## config.mk

```make
export PLATFORM = sky130hd
export DESIGN_NAME = select_game_sm
export DESIGN_NICKNAME = d
export VERILOG_FILES = /design/src/rtl/select_game_sm.sv
export SDC_FILE = /design/constraint.sdc
export NUM_CORES = 1
export LEC_CHECK = 0
export BUFFER_PORTS_ARGS = -buffer_cell sky130_fd_sc_hd__clkbuf_2
export CAP_MARGIN = 20
export CORE_MARGIN = 2
export CORE_UTILIZATION = 55
export CTS_BUF_LIST = sky130_fd_sc_hd__clkbuf_8 sky130_fd_sc_hd__clkbuf_16
export CTS_CLUSTER_SIZE = 30
export DETAILED_ROUTE_END_ITERATION = 10
export PLACE_DENSITY_LB_ADDON = 0.1
export SYNTH_ARGS = -nofsm -noshare
export SYNTH_HDL_FRONTEND = slang
export SYNTH_SLANG_ARGS = --single-unit
```

## constraint.sdc

```tcl
create_clock -name clk65MHz -period 2.7 [get_ports clk65MHz]
set_input_delay 0.405 -clock clk65MHz [delete_from_list [all_inputs] [get_ports clk65MHz]]
set_output_delay 0.405 -clock clk65MHz [all_outputs]
set_load 0.01 [all_outputs]
```

## src/rtl/select_game_sm.sv

```systemverilog
// Game-mode selector: debounced sw[1:0] request drives one-hot idle/single/multi screen flags.
// Latency 2 + STABLE_CYCLES edges from switch change to output change; no backpressure (free-running sampler).
module select_game_sm #(
    parameter int STABLE_CYCLES = 650_000
) (
    input  logic        clk65MHz,
    input  logic        rst,
    input  logic [15:0] sw,
    output logic        screen_idle,
    output logic        screen_single,
    output logic        screen_multi
);

    localparam int CW = $clog2(STABLE_CYCLES) + 1;
    localparam logic [CW-1:0] CNT_MAX = CW'(STABLE_CYCLES - 1);

    typedef enum logic [1:0] {
        ST_IDLE   = 2'd0,
        ST_SINGLE = 2'd1,
        ST_MULTI  = 2'd2
    } state_e;

    logic [1:0]    s1_q;
    logic [1:0]    s2_q;
    state_e        state_q;
    state_e        state_d;
    state_e        cand;
    logic [CW-1:0] cnt_q;
    logic [CW-1:0] cnt_d;

    logic unused_sw;
    assign unused_sw = ^sw[15:2];

    always_ff @(posedge clk65MHz or posedge rst) begin
        if (rst) begin
            s1_q    <= 2'b00;
            s2_q    <= 2'b00;
            state_q <= ST_IDLE;
            cnt_q   <= '0;
        end else begin
            s1_q    <= sw[1:0];
            s2_q    <= s1_q;
            state_q <= state_d;
            cnt_q   <= cnt_d;
        end
    end

    // Both switches or neither means no valid choice, which falls back to the menu.
    always_comb begin
        cand = ST_IDLE;
        case (s2_q)
            2'b01:   cand = ST_SINGLE;
            2'b10:   cand = ST_MULTI;
            default: cand = ST_IDLE;
        endcase
    end

    always_comb begin
        state_d = state_q;
        cnt_d   = cnt_q;
        if (!(state_q inside {ST_IDLE, ST_SINGLE, ST_MULTI})) begin
            state_d = ST_IDLE;
            cnt_d   = '0;
        end else if (cand == state_q) begin
            cnt_d = '0;
        end else if (cnt_q == CNT_MAX) begin
            state_d = cand;
            cnt_d   = '0;
        end else begin
            cnt_d = cnt_q + CW'(1);
        end
    end

    // Decoded from state only; an illegal encoding shows the menu until it self-clears.
    always_comb begin
        screen_idle   = 1'b1;
        screen_single = 1'b0;
        screen_multi  = 1'b0;
        case (state_q)
            ST_SINGLE: begin
                screen_idle   = 1'b0;
                screen_single = 1'b1;
            end
            ST_MULTI: begin
                screen_idle  = 1'b0;
                screen_multi = 1'b1;
            end
            default: ;
        endcase
    end

endmodule

```

==> results.cfg <==
[setup_path]
worstPathRequired_ps = 2880
r2r_start = cnt_q[0]$_DFF_PP0_
cp.arrival_ps = 2420
crit_family = simple AND/OR/NAND/NOR gates
critPathLaunch = cnt_q[0]$_DFF_PP0_
path_cells = ha_1 -> nand4_1 -> or4_1 -> or3_1 -> a211oi_1
crit_type = flip-flop to flip-flop
cp-end-kind = flip-flop
critPathMaxFanout = 5
path_buf_inv = 0
startpoint_type = flip-flop
slowest_stage = or4_1
cpPeakStageDelay_ps = 670

[global_routing]
grt_start_max_net_pins = 28
grt_pass1_wl_um = 4660
grt_pass1_vias = 1065
grtUsageTotal_pct = 21.9
antenna_found_initial = 0
overflow = 0

[route]
drtPass1Iterations = 4
ant_nets = 0
routedWlPerCell_um = 15.1
drt-initial-drc-count = 23
via_per_inst = 5.90
drc_errors = 0
wl_um = 2680
num_vias = 1044

[job]
cap_violations = 0

[placement]
gp_congestion = 0.816
io_buffers = 6
place_area_um2 = 1450
place_hpwl_um = 1820

[cts]
insertion_delay_ps = 270
clockBufferDepth = 2
cts_max_level = 1
cts_buffers = 3
ctsRootBufferMaster = clkbuf_8
cts_tree = yes
cts_resized = 0
clk_pin_slew_ps = 90
cts_sinks = 27

[power_and_ir_drop]
total_power_mw = 0.695
power.density_nw_per_um2 = 453
ir_drop_v = 0.000353
leakage_nw = 0.613

[timing]
max_freq_mhz = 446
finalCriticalPeriod_ps = 2240
setup_viol = 0
fin_crit_sh_pct = 83.0
hold_violations = 0
slew_headroom_pct = 57.7
holdWs_ps = 236
drv_slew = 0
skew_ps = 3.96
worst_slew_pin_slew_ps = 626
rsz0062_at_grt = no
fin_tns_setup_ps = 0

[yosys]
yosys.area_share.simple_pct = 27.6
synth_top_family_by_area = simple AND/OR/NAND/NOR gates
synthMuxAreaShare_pct = 0
ys_ff_latch = 27
syn_area_per_cell_um2 = 10.0
yosysWarnings = 0
synth_nets = 160
syn_inst = 138
synth-seq-area-share_pct = 48.9
syn_area_um2 = 1380
synth_compound_area_share_pct = 7.43
synth_xor_area_share_pct = 9.51
synthAdderAreaFrac_pct = 3.62
yosysUniqueCellTypes = 29

[cells_and_area]
drive_gt1_share_pct = 10.9
n_antenna_cell = 0
nFillCells = 210
areaGrowthSynthToFinish_pct = 11.0
nets = 170
design_area_um2 = 1530

[die]
die_h_um = 54.1
start_util_pct = 56.8
fp.dieW_um = 54.1
io-pin-count = 21
placement_rows = 18
fp.coreArea_um2 = 2430
die_area_um2 = 2930

[worst_hold_path]
hp-start = sw[1]
hp-class = primary input to flip-flop

[run_status]
outcome = complete, no violations
==> cells by family (layout without fill, tap and decap cells) <==
| family | count (synthesis) | in the layout |
|---|---|---|
| DFF | 27 | 27 |
| adders and majority gates | 4 | 4 |
| xor gates and xnor gates | 15 | 15 |
| AOI/OAI and AO/OA | 17 | 17 |
| buffers and inverters | 10 | 19 |
| and+or+nand+nor | 65 | 65 |
==> placed cells by master (no fill, tap or decap), drive strengths merged, types with 4 or more instances in the layout <==
cell type	instances
xor2	7
inv	4
nand4	7
or3	4
nor3	20
nand2	7
ha	4
xnor2	8
buf	4
nand3	8
a211oi	5
nor2	4
dfrtp	27
o21ai	7
clkbuf	9
==> repair_timing <==
action,CTS,global route
hold buffers,0,1
setup buffers,0,0
endpoints found under the hold margin,0,1
==> per-layer routing <==
layer  vias to the layer above  track usage (%)  wire length, µm
li1                        521                -                -
met1                       507             28.8             1280
met2                        14             37.4             1350
met3                         2             2.50               51
met4                         0             7.50                9
met5                         -                0                0
==> worst register-to-register path: stages (launching register included) <==
cell and delay [ps]:
dfrtp_1 410, ha_1 220, nand4_1 220, or4_1 680
or3_1 390, a211oi_1 240
==> state kept, by name, indices dropped and copies added (netlist names) <==
signal	flops
s1_q	2
state_q	2
s2_q	2
cnt_q	21
==> final cells by class <==
class / instances / area [µm²] / area share, %
Sequential cell: 27 / 676 / 44.1
Multi-Input combinational cell: 101 / 666 / 43.4
Clock buffer: 3 / 41.3 / 2.69
Clock inverter: 1 / 7.51 / 0.490
Timing Repair Buffer: 11 / 90.1 / 5.88
Inverter: 4 / 15.0 / 0.980
Tap cell: 30 / 37.5 / 2.45
==> report_power, final <==
group / leakage, nW / internal, mW / switching [mW] / total, mW
clock: 0.0217 / 0.105 / 0.123 / 0.228
sequential: 0.365 / 0.415 / 0.0113 / 0.426
combinational: 0.226 / 0.0182 / 0.0230 / 0.0412
total: 0.613 / 0.538 / 0.158 / 0.695
==> final timing paths <==
path | to | slack [ps] | cells past startpoint
max in group asynchronous | cnt_q[17]$_DFF_PP0_ | 1810 | 4
worst min register to register | s2_q[1]$_DFF_PP0_ | 360 | 0
min in group asynchronous | cnt_q[3]$_DFF_PP0_ | 540 | 3
worst max-delay path | cnt_q[20]$_DFF_PP0_ | 460 | 5
worst min-delay path | s1_q[1]$_DFF_PP0_ | 240 | 1
worst max register to register | cnt_q[20]$_DFF_PP0_ | 460 | 5
==> Yosys cell counts, drive strengths merged <==
master,number,area [µm²]
dfrtp,27,676
nor3b,1,7.51
ha,4,50.1
nand4b,1,8.76
buf,2,10.0
clkbuf,4,15.0
nor4bb,1,10.0
a21o,1,7.51
nor4,3,18.8
and4,1,8.76
inv,4,15.0
nor2,4,15.0
or2,1,6.26
nor3,20,100
o31ai,1,7.51
nand4,7,58.8
o21ai,7,35.0
or4,3,22.5
and4b,1,10.0
a21oi,3,15.0
nor2b,1,6.26
nand3,8,40.0
xnor2,8,70.1
nand2,7,26.3
xor2,7,61.3
or3,4,25.0
nor4b,2,17.5
a211oi,5,37.5
==> stage by stage <==
step | setup WS, ps | util [%] | cells
2_1_floorplan | 696 | - | 138
3_3_place_gp | 531 | 59.5 | 171
3_5_place_dp | 482 | 59.5 | 171
4_1_cts | 459 | 61.5 | 175
5_1_grt | 288 | 63.0 | 177
6_report | 459 | 63.0 | 177
Note: power is estimated with default switching activity, not from simulation.
